`config.mk`:
```
export PLATFORM = sky130hd
export DESIGN_NAME = dff_pipe
export DESIGN_NICKNAME = d
export VERILOG_FILES = /design/src/rtl/dff_pipe.sv
export SDC_FILE = /design/constraint.sdc
export NUM_CORES = 1
export LEC_CHECK = 0
export BUFFER_PORTS_ARGS = -buffer_cell sky130_fd_sc_hd__buf_2
export CAP_MARGIN = 0
export CORE_AREA = 2 2 54 56
export CTS_BUF_LIST = sky130_fd_sc_hd__clkbuf_2 sky130_fd_sc_hd__clkbuf_4 sky130_fd_sc_hd__clkbuf_8
export DETAILED_ROUTE_END_ITERATION = 8
export DIE_AREA = 0 0 56 58
export HOLD_SLACK_MARGIN = 0.12
export PLACE_DENSITY = 0.84
export SYNTH_ARGS = -nofsm -noshare
export SYNTH_HDL_FRONTEND = slang
export SYNTH_SLANG_ARGS = --single-unit
export TNS_END_PERCENT = 20
```
`constraint.sdc`:
```
create_clock -name clk -period 4 [get_ports clk]
set_input_delay 0 -clock clk [delete_from_list [all_inputs] [get_ports clk]]
set_output_delay 0 -clock clk [all_outputs]
set_load 0.05 [all_outputs]
```
`src/rtl/dff_pipe.sv`:
```
// Parametrised WIDTH x DEPTH register pipeline with per-stage valid bits,
// valid/ready flow control, bubble collapsing, flush and occupancy count.
module dff_pipe #(
    parameter int unsigned      WIDTH   = 8,
    parameter int unsigned      DEPTH   = 4,
    parameter logic [WIDTH-1:0] RST_VAL = '0
) (
    input  logic                         clk,
    input  logic                         rst,
    input  logic [WIDTH-1:0]             din,
    input  logic                         in_valid,
    output logic                         in_ready,
    output logic [WIDTH-1:0]             q,
    output logic                         out_valid,
    input  logic                         out_ready,
    input  logic                         flush,
    output logic [$clog2(DEPTH+1)-1:0]   count
);

    localparam int unsigned CW = $clog2(DEPTH + 1);

    logic [DEPTH-1:0][WIDTH-1:0] data_q, data_d;
    logic [DEPTH-1:0]            valid_q, valid_d;
    logic [DEPTH-1:0]            adv;
    logic [CW-1:0]               count_q, count_d;
    logic                        accept;

    // Advance chain: a stage moves whenever any stage at or past it is empty,
    // or the consumer is draining the last stage.
    always_comb begin
        logic chain;
        adv          = '0;
        chain        = out_ready | ~valid_q[DEPTH-1];
        adv[DEPTH-1] = chain;
        for (int k = int'(DEPTH) - 2; k >= 0; k--) begin
            chain  = ~valid_q[k] | chain;
            adv[k] = chain;
        end
    end

    assign in_ready = adv[0] & ~flush;
    assign accept   = in_valid & in_ready;

    // Next-state: shift advancing stages, load S0, recompute occupancy.
    always_comb begin
        data_d  = data_q;
        valid_d = valid_q;
        count_d = '0;
        if (flush) begin
            valid_d = '0;
        end else begin
            for (int k = 1; k < int'(DEPTH); k++) begin
                if (adv[k]) begin
                    data_d[k]  = data_q[k-1];
                    valid_d[k] = valid_q[k-1];
                end
            end
            if (adv[0]) begin
                valid_d[0] = accept;
                if (accept) begin
                    data_d[0] = din;
                end
            end
        end
        for (int k = 0; k < int'(DEPTH); k++) begin
            count_d = count_d + CW'(valid_d[k]);
        end
    end

    always_ff @(posedge clk) begin
        if (!rst) begin
            data_q  <= {DEPTH{RST_VAL}};
            valid_q <= '0;
            count_q <= '0;
        end else begin
            data_q  <= data_d;
            valid_q <= valid_d;
            count_q <= count_d;
        end
    end

    assign q         = data_q[DEPTH-1];
    assign out_valid = valid_q[DEPTH-1];
    assign count     = count_q;

endmodule
```
==> results.toml <==
[outcome]
outcome = "completed"

[finish]
fin_util_pct = 75.3
antennaDiodeCount = 0
syn_to_final_growth_pct = 25.0
layout_common_cells = "dfxtp_1 (39), dlygate4sd3_1 (27), a21oi_1 (26), buf_2 (25)"
multiInputGateArea_um2 = 697
final_common_cell = "dfxtp_1"
seq_area_um2 = 781
fillers = 200
layoutNonFillerInstCount = 255
drive_gt1_share_pct = 15.6
fin_nets = 239

[clocking]
numCtsBuffers = 5
cts.sinks = 39
root_buffer = "clkbuf_4"
clk_pin_slew_ns = 0.12
cts-htree-levels = 2
hold_buffers = 27
clk-insertion-delay-late_ns = 0.36
cts_max_path_buffers = 2
post_cts_resized = 0
cts_tree = "done"
post_cts_buffers = 0

[placement]
dp_slack_ns = 1.51
io_buffer_count = 25
hpwl_um = 2020
place_congestion = 0.738
dp.cells = 220

[worst_hold_path]
holdCritPathClass = "in -> reg"

[power]
p_clk_share_pct = 37.3
powerDensity_nw_per_um2 = 374
leakagePower_nw = 0.806
seqPwrFrac_pct = 53.6
ir_drop_mv = 0.398
comb_power_share_pct = 9.1
swShare_pct = 23.2
p_int_mw = 0.577
p_sw_mw = 0.174

[sta]
setup_viol = 0
finalSetupTns_ns = 0
finalCritPeriodShare_pct = 54.9
worst_pin_slew_ns = 0.658
maxSlewHeadroom_pct = 55.9
fmax_mhz = 455
rsz0062_at_grt = "false"
hold_viol = 0
fin_crit_ns = 2.20
final.setup.worst_slack_ns = 1.80
final-max-slew-violation-count = 0
skew_ns = 0.0114

[grt]
grt.overflow.total = 0
grt_max_degree = 31
grt_pass1_vias = 1359
grt_first_pass_wirelength_um = 6110
antenna_found_initial = 0
track_usage_pct = 24.4

[logic_synthesis]
synth_enable_flop_cells = 0
synth_fp_nets = 201
netlist_area_um2 = 1600
yosys_most_used_dff = "dfxtp_1"
syn_avg_cell_area_um2 = 8.67
yosysSeqAreaShare_pct = 48.7
syn_inst = 185
yosysUniqueCellTypes = 23
ys.warnings.count = 0
ys_seq_elements = 39
async_flop_share_pct = 0

[die]
boundaryPins = 26
rows = 19
die_area_um2 = 3250
core-area_um2 = 2660
die_y_um = 58
die_w_um = 56
initial_core_util_pct = 60.2

[worst_setup_path]
crit_required_ns = 4.27
crit_type = "reg -> reg"
cp.arrival_ns = 2.47
cp_common_cell = "ha_1"
max_stage_delay_ns = 0.44
crit_path_end_kind = "flip-flop"
startpoint_type = "flip-flop"
crit_fanout = 12
crit_chain = "and4b_4 -> a21oi_1 -> nor2_1 -> fa_1 -> ha_1 -> ha_1 -> and2_1"
cp_slowest_cell = "dfxtp_1"

[route]
finalWirelength_um = 3530
drc = 0
dr.pass1.iters = 4
drt_first_iter_violations = 46
wl_per_cell_um = 13.8
routed_via_density = 5.44
vias = 1388
ant_nets = 0

[run]
drv_cap = 0
## kinds of logic after synthesis
| group | after synthesis | synth area share, % |
|---|---|---|
| AND/OR/NAND/NOR | 60 | 18.6 |
| AO/OA/AOI/OAI | 52 | 17.1 |
| flip-flops | 39 | 48.7 |
| buffers and inverters | 23 | 7.88 |
| multiplexers | 8 | 4.99 |
| adder cells (fa/ha/maj) | 3 | 2.81 |
## cells in the mapped netlist (2+ instances only)
master	n	area, um^2
dfxtp_1	39	781
a21oi_1	26	130
nand3_1	24	120
o21ai_0	24	120
nand2_1	17	63.8
buf_4	9	67.6
mux2i_1	8	80.1
nor2_1	8	30.0
clkbuf_1	7	26.3
buf_2	5	25.0
and2_1	4	25.0
ha_1	2	25.0
nand2b_1	2	12.5
## power groups by stage
stage	combinational (mW)	clock, mW	sequential (mW)
finish	0.0684	0.280	0.402
global route	0.0756	0.290	0.403
CTS	0.0654	0.278	0.402
detailed placement	0.0461	0	0.411
global placement	0.0443	0	0.410
floorplan	0.0329	0	0.412
## worst paths after layout
check	from	to	slack (ns)	depth (start not counted)
worst max-delay path	valid_q[3]$_SDFF_PN0_	count[1]$_SDFF_PN0_	1.80	7
worst min-delay path	flush	q[0]$_SDFFE_PN0P_	0.19	3
worst max register to register	valid_q[3]$_SDFF_PN0_	count[1]$_SDFF_PN0_	1.80	7
worst min register to register	data_q[16]$_SDFFE_PN0P_	q[0]$_SDFFE_PN0P_	0.47	2
## stage by stage
step | hold WS [ns] | cell area, um^2 | power (mW)
finish | 0.189 | 2010 | 0.751
global route | 0.245 | 2010 | 0.769
CTS | 0.185 | 2010 | 0.745
detailed placement | 0.255 | 1650 | 0.457
global placement | 0.247 | 1650 | 0.454
floorplan | 0.142 | 1600 | 0.445
## registers in the layout, summed over array words and instances (netlist names)
name / flops
count: 3
data_q: 24
q: 8
valid_q: 4
## layout make-up
cell class,instances,area share [%]
clock buffer,6,2.56
clock inverter,2,1.75
inverter,2,0.374
multi-input combinational,123,34.7
sequential,39,38.9
tap,31,1.93
timing repair buffer,52,19.7
## routing by layer
layer | track usage, % | up-vias | part of all wire, % | wire [um]
met4 | 12.2 | 0 | 2.2 | 77
met3 | 6.03 | 9 | 4.5 | 158
met5 | 0 | - | 0 | 0
met2 | 43.2 | 38 | 53 | 1860
li1 | - | 704 | - | -
met1 | 27.4 | 637 | 41 | 1440
## worst max-delay path: cells and delay by family (launching register included)
family / cells / cell delay [ns]
adder cells (fa/ha/maj): 3 / 0.90
AND/OR/NAND/NOR: 3 / 0.67
flip-flops: 1 / 0.44
AO/OA/AOI/OAI: 1 / 0.11
No activity file was read; power rests on OpenSTA's default activity.
